File: config.mk
export PLATFORM = sky130hd
export DESIGN_NAME = alu_4bit
export DESIGN_NICKNAME = d
export VERILOG_FILES = /design/src/rtl/alu_pkg.sv /design/src/rtl/alu_4bit_carry_chain.sv /design/src/rtl/alu_4bit.sv
export SDC_FILE = /design/constraint.sdc
export NUM_CORES = 1
export LEC_CHECK = 0
export CORE_MARGIN = 1
export CORE_UTILIZATION = 32
export DETAILED_ROUTE_END_ITERATION = 7
export DONT_BUFFER_PORTS = 1
export GPL_TIMING_DRIVEN = 1
export SLEW_MARGIN = 20
export SYNTH_ARGS = -nofsm -noshare
export SYNTH_HDL_FRONTEND = slang
export SYNTH_HIERARCHICAL = 1
export SYNTH_SLANG_ARGS = --single-unit
File: constraint.sdc
create_clock -name clk -period 5.05 [get_ports clk]
set_input_delay 1.515 -clock clk [delete_from_list [all_inputs] [get_ports clk]]
set_output_delay 1.515 -clock clk [all_outputs]
set_load 0.05 [all_outputs]
File: src/rtl/alu_pkg.sv
// Shared types for the ALU family: the 4-bit slice operands, the slice
// result-mux select, and the wrapper-level command/control/argument types.
package alu_pkg;

    // Width of one ALU slice.
    localparam int SLICE_W = 4;

    // Width of the full ALU datapath assembled from slices by the wrapper.
    localparam int ALU_W   = 8;

    // Width of the wrapper command word.
    localparam int CMD_W   = 5;

    // Operands seen by one slice; d2 arrives already inverted when the
    // wrapper needs ~B (SUB, COMP, XNOR).
    typedef struct packed {
        logic [SLICE_W-1:0] d1;
        logic [SLICE_W-1:0] d2;
    } Alu4bitArgs;

    // Slice result-mux select.
    typedef enum logic [1:0] {
        SUM      = 2'b00,
        AND_OP   = 2'b01,
        OR_OP    = 2'b10,
        RSHFT_OP = 2'b11
    } AluOp;

    // Raw command word presented to the wrapper.
    typedef logic [CMD_W-1:0] AluCmd;

    // Control fields that the wrapper drives into every slice.
    typedef struct packed {
        logic carry_in;
        logic carry_disable;
        AluOp op;
    } AluCtrlInternal;

    // Full wrapper control: operand-B inversion plus the slice controls.
    typedef struct packed {
        logic           invert_d2;
        AluCtrlInternal internal;
    } AluCtrl;

    // Wrapper-level operands.
    typedef struct packed {
        logic [ALU_W-1:0] d1;
        logic [ALU_W-1:0] d2;
    } AluArgs;

    // Wrapper-level result.
    typedef struct packed {
        logic [ALU_W-1:0] res;
        logic             carry_out;
    } AluRet;

endpackage

File: src/rtl/alu_4bit_carry_chain.sv
// Carry-lookahead network for one 4-bit slice. Every carry is expressed
// directly from generate/propagate and the slice carry-in, so no carry
// ripples through the previous one. carry_disable forces every carry to 0,
// which also blocks an unknown carry_in from reaching the outputs.
module alu_4bit_carry_chain
    import alu_pkg::*;
(
    input  logic [SLICE_W-1:0] g,
    input  logic [SLICE_W-1:0] p,
    input  logic               carry_in,
    input  logic               carry_disable,
    output logic [SLICE_W:0]   c
);

    logic               c0;
    logic [SLICE_W-1:0] c_hi;

    assign c0 = carry_in & ~carry_disable;

    genvar gi;
    generate
        for (gi = 0; gi < SLICE_W; gi++) begin : g_lookahead
            logic path;
            logic run;

            // Carry out of bit gi: any lower bit generates and every bit
            // between it and gi propagates, or carry-in propagates through
            // all bits 0..gi.
            always_comb begin
                path = 1'b0;
                run  = 1'b0;
                for (int j = 0; j <= gi; j++) begin
                    run = g[j];
                    for (int k = j + 1; k <= gi; k++) begin
                        run = run & p[k];
                    end
                    path = path | run;
                end
                run = c0;
                for (int k = 0; k <= gi; k++) begin
                    run = run & p[k];
                end
                path = path | run;
            end

            assign c_hi[gi] = path & ~carry_disable;
        end
    endgenerate

    assign c = {c_hi, c0};

endmodule

File: src/rtl/alu_4bit.sv
// Registered 4-bit ALU slice: lookahead add with carry-in, carry-suppressed
// XOR, AND, OR and 1-bit right shift. All outputs register one cycle after
// the operands are sampled; a new operation is accepted every cycle.
module alu_4bit
    import alu_pkg::*;
(
    input  logic               clk,
    input  logic               rst,
    input  Alu4bitArgs         args,
    input  logic               carry_in,
    input  logic               carry_disable,
    input  logic [1:0]         cmd,
    output logic [SLICE_W-1:0] internal_propagate,
    output logic [SLICE_W-1:0] res,
    output logic               carry_out
);

    logic [SLICE_W-1:0] g;
    logic [SLICE_W-1:0] p;
    logic [SLICE_W:0]   c;

    logic [SLICE_W-1:0] res_next;
    logic               carry_out_next;

    logic [SLICE_W-1:0] res_reg;
    logic               carry_out_reg;
    logic [SLICE_W-1:0] propagate_reg;

    genvar gi;
    generate
        for (gi = 0; gi < SLICE_W; gi++) begin : g_bit
            assign g[gi] = args.d1[gi] & args.d2[gi];
            assign p[gi] = args.d1[gi] ^ args.d2[gi];
        end
    endgenerate

    alu_4bit_carry_chain u_carry_chain (
        .g             (g),
        .p             (p),
        .carry_in      (carry_in),
        .carry_disable (carry_disable),
        .c             (c)
    );

    // Result mux. Only RSHFT looks at carry_in directly, so an unknown
    // carry_in under carry_disable stays out of the other operations.
    always_comb begin
        res_next       = '0;
        carry_out_next = 1'b0;
        case (cmd)
            SUM: begin
                res_next       = p ^ c[SLICE_W-1:0];
                carry_out_next = c[SLICE_W];
            end
            AND_OP: begin
                res_next       = args.d1 & args.d2;
                carry_out_next = 1'b0;
            end
            OR_OP: begin
                res_next       = args.d1 | args.d2;
                carry_out_next = 1'b0;
            end
            RSHFT_OP: begin
                res_next       = {carry_in, args.d2[SLICE_W-1:1]};
                carry_out_next = args.d2[0];
            end
            default: begin
                res_next       = '0;
                carry_out_next = 1'b0;
            end
        endcase
    end

    // Output registers; reset clears everything and wins over new operands.
    always_ff @(posedge clk) begin
        if (rst) begin
            res_reg       <= '0;
            carry_out_reg <= 1'b0;
            propagate_reg <= '0;
        end else begin
            res_reg       <= res_next;
            carry_out_reg <= carry_out_next;
            propagate_reg <= p;
        end
    end

    assign res                = res_reg;
    assign carry_out          = carry_out_reg;
    assign internal_propagate = propagate_reg;

endmodule

-- After elaboration in Yosys (flattened, before gate mapping)
Index checks and enable logic that the tools add are counted.
- register bits after elaboration: 9
- bits of input ports: 14
- output and inout bits: 9
- word-level logic and storage cells: 47
- bitwise logic cells: 37
- reduce and logical (&&, ||, !) cells: 2
- mux-type cells: 2
- equality and inequality tests: 3
- operator list (cell ; number):
    $and A1 B1 Y1 ; 19
    $pmux W4 S4 ; 1
    $or A1 B1 Y1 ; 10
    $and A4 B4 Y4 ; 1
    $eq A2 B2 Y1 const B ; 2
    $or A4 B4 Y4 ; 1
    $xor A1 B1 Y1 ; 4
    $xor A4 B4 Y4 ; 1
    $pmux W1 S3 ; 1
    $eq A2 B1 Y1 const B ; 1
    $logic_not A2 Y1 ; 1
    $reduce_or A2 Y1 ; 1
    $not A1 Y1 ; 1

-- Longest topological paths before layout
- depth in word-level cells: 10
- gate-level depth with buffers: 8

-- Cells and area by module
The synthesis kept the hierarchy.
- modules (own cells, without submodules) (module ; area an instance (µm²) ; cells each ; instances):
    alu_4bit ; 540.5 ; 60 ; 1
    alu_4bit_carry_chain ; 93.8 ; 15 ; 1

-- Worst setup path after synthesis
No wires, ideal clock.
- kind: input to register
- start point: input port args[0] (netlist name)
- end point: register res_reg[3] (netlist: res[3])
- library setup time: 0.116 ns
- buffers on the path: 0
- slack: 2.309 ns
- arrival time: 2.625 ns
- data required time: 4.934 ns
- stages: 8
- path through: inv_1 ha_1 and4b_1 o21ai_0 a21oi_1 xnor2_1 nand2_1 o211a_1
- RTL lines (what ; line ; RTL):
    from (decl) ; alu_4bit.sv:9 ; input Alu4bitArgs args,
    $xor A1 B1 Y1 ; alu_4bit.sv:33 ; assign p[gi] = args.d1[gi] ^ args.d2[gi];
    via p[0] ; alu_4bit.sv:19 ; logic [SLICE_W-1:0] p;
    $and A1 B1 Y1 (3 in a row) ; alu_4bit_carry_chain.sv:41 ; run = run & p[k];
    $or A1 B1 Y1 ; alu_4bit_carry_chain.sv:43 ; path = path | run;
    $and A1 B1 Y1 ; alu_4bit_carry_chain.sv:46 ; assign c_hi[gi] = path & ~carry_disable;
    via c[3] ; alu_4bit.sv:20 ; logic [SLICE_W:0] c;
    $xor A4 B4 Y4 ; alu_4bit.sv:52 ; res_next = p ^ c[SLICE_W-1:0];
    $pmux W4 S4 ; alu_4bit.sv:50 ; case (cmd)
    to (signal assigned) ; alu_4bit.sv:81 ; res_reg <= res_next;
    to (decl) ; alu_4bit.sv:25 ; logic [SLICE_W-1:0] res_reg;
The timed path passes the listed nets, and every way through them passes these cells.
A chain may end at the register's enable or synchronous reset.

-- Worst setup path in the final report
Same ends and word-level chain as after synthesis.

==> results by group <==
Pwr
  – Internal power: 124 µW
  – Clock share of power: 27.9%
  – Power per cell area: around 270 nW/µm²
  – Combinational Power Share: 17.4%
  – Sw frac: between 30% and 40%
  – Sw power: 57.4 µW
  – Leakage: ~0.00033 µW
  – Worst ir drop on vdd: 0.113 mV
  – Seq pwr share: 54.7%

CTS
  – Maximum level of the CTS H-tree: 1
  – Postcts setup bufs: 0
  – Clock sinks: 9
  – Clk root buf: clkbuf_4
  – Post-cts resize count: 0
  – CTS clk-pin slew, worst paths: 0.06 ns
  – Buffers from clock root to sink, at most: 2
  – Num CTS Buffers: 3
  – Hold buffers post-CTS: 0
  – CTS tree: done

Placement
  – Hpwl dp: 924 µm
  – Placed cell count: 96
  – Gpl congestion: 0.709
  – DP Area: roughly 640 µm²
  – PortBufs: 0

Logic synthesis
  – Post-Syn Nets: 97
  – Top cells by area, synth: dfxtp_1, ha_1, mux2i_1, o211a_1, inv_1
  – Cell count after synthesis: 75
  – Total of warnings raised by yosys: 6
  – Post-Syn Area per Cell: 8.46 µm²
  – Most frequent cell after synthesis: inv_1
  – Post-Syn Area: about 630 µm²
  – Share of the synthesized area in the top cell type: 28.4%
  – Synth Flop Type: dfxtp_1
  – Post-synth EDFFs: 0
  – FFs w/ async S/R, synth: 0%
  – Register area share after synthesis: 28.4%
  – Synth cell types: 22
  – Largest area contributor in the netlist: dfxtp_1
  – Seq cells post-synth: 9
  – Post-synth top cells: inv_1, dfxtp_1, nand2_1, ha_1, a21oi_1

GRT
  – Maximum number of pins on one net before global-route repair: 11
  – Antenna violations before repair: 0
  – Vias in the first global route: ~420
  – Total Routing Usage GR: between 10% and 20%
  – First-pass GRT wire length: between 1500 and 2000 µm
  – Grt total ovfl: 0

Finish
  – Post-layout utilization of the core: 37.3%
  – Non-Filler Instances: 100
  – Layout cells sized above 1: 8.00%
  – Syn-to-layout area delta: 4.73%
  – Ant. Diodes: 0
  – Final non-filler cell area: approximately 660 µm²
  – Final #Nets: between 90 and 100

Die
  – Site row count: 15
  – Initial core utilization: between 30% and 40%
  – Io pins: 23
  – DIE AREA: around 2200 µm²
  – DIE HEIGHT: 46.5 µm
  – Total core area: roughly 1800 µm²
  – Die X: 46.5 µm

Run
  – Max-Cap Viols: 0

Critical path
  – Slowest stage cell, crit path: ha_1
  – Crit-path cells: inv_1 > ha_1 > and4b_1 > o21ai_0 > a21oi_1 > xnor2_1 > nand2_1 > o211a_1
  – WP data required: a little over 5 ns
  – CP max stage delay: 0.33 ns
  – Crit end category: flop
  – Top Family by Delay on Critical Path: compound AO/OA/AOI/OAI gates
  – CP Data Arrival Time: 2.73 ns
  – Worst Path Buf+Inv: 1
  – CP Class: primary input to flop
  – Worst-path fanout max: 4
  – CP startpoint kind: primary input

Routing
  – Drt drc: 0
  – Final wirelength: 1090 µm
  – Drt wl/cell: approximately 11 µm
  – Drt pass-1 iters: 3
  – Via count: 459
  – Vias per cell: roughly 4.6
  – Drt initial violations: 5
  – Post-route ant nets: 0

Hold path
  – Hold path depth: 1
  – Hold EP: internal_propagate[3]
  – Worst Hold Class: primary input to flop
  – Hold_sp: rst

Timing
  – Max Slew Vio Count: 0
  – Fin crit share: 51.3%
  – Normalized max-slew margin: between 60% and 70%
  – Unrepaired setup endpoints after global routing: no
  – Post-route setup TNS: 0 ns
  – Slew of the pin with the lowest slew margin: 0.480 ns
  – Fin crit period: between 2 and 3 ns
  – Final Setup Violations: 0
  – Hold slack final: around 1.3 ns
  – Final Hold Vio Count: 0
  – Achievable frequency: 386 MHz

Status
  – Status: complete, no violations
## power groups by stage
| stage | logic (µW) | clock network [µW] | registers [µW] |
|---|---|---|---|
| floorplan | 31.3 | 0 | 100 |
| global placement | 31.3 | 0 | 101 |
| detailed placement | 31.5 | 0 | 101 |
| CTS | 31.7 | 53.0 | 99.3 |
| global route | 35.8 | 56.0 | 100 |
| finish | 31.5 | 50.6 | 99.2 |
## per-stage QoR
stage	total power (µW)	setup WS, ns
after floorplan	132	2.31
final	181	2.46
after detailed placement	132	2.22
after global routing	192	2.37
after global placement	132	2.22
after CTS	184	2.48
## per-layer routing
layer / routed length [µm] / vias to the layer above / GRT usage, %
li1: - / 245 / -
met5: 0 / - / 0
met2: 477 / 16 / 17.8
met1: 491 / 196 / 14.8
met3: 111 / 2 / 4.71
met4: 8 / 0 / 7.06
## kinds of logic after synthesis
logic type | share of synthesized area, %
AND/OR/NAND/NOR | 18.5
AO/OA/AOI/OAI | 15.2
buffers and inverters | 10.3
flip-flops | 28.4
adder cells (fa/ha/maj) | 15.8
XOR/XNOR | 5.52
multiplexers | 6.31
## final cells by class
class                           instances  area [µm²]
Tap cell                               25        31.3
Clock buffer                            4        26.3
Inverter                               10        37.5
Fill cell                             195        1120
Sequential cell                         9         180
Multi-Input combinational cell         52         389
## cells in the final DEF (no fill, tap or decap), drive strengths merged, types with 4 or more instances in the layout
cell type and n:
nor2 4, o211a 4, nor2b 4, a21oi 7
xnor2 4, inv 10, mux2i 4, dfxtp 9
nand2 9, clkbuf 4, ha 8
## worst max-delay path by stage
stage	startpoint	end	slack, ns	cells past startpoint
6_report	args[0]	res[3]	2.46	8
4_1_cts	args[0]	res[3]	2.48	8
2_1_floorplan	args[0]	res[3]	2.31	8
5_1_grt	args[0]	res[3]	2.37	8
3_5_place_dp	args[0]	res[3]	2.22	8
3_3_place_gp	args[0]	res[3]	2.22	8
No activity file was read; power rests on OpenSTA's default activity.
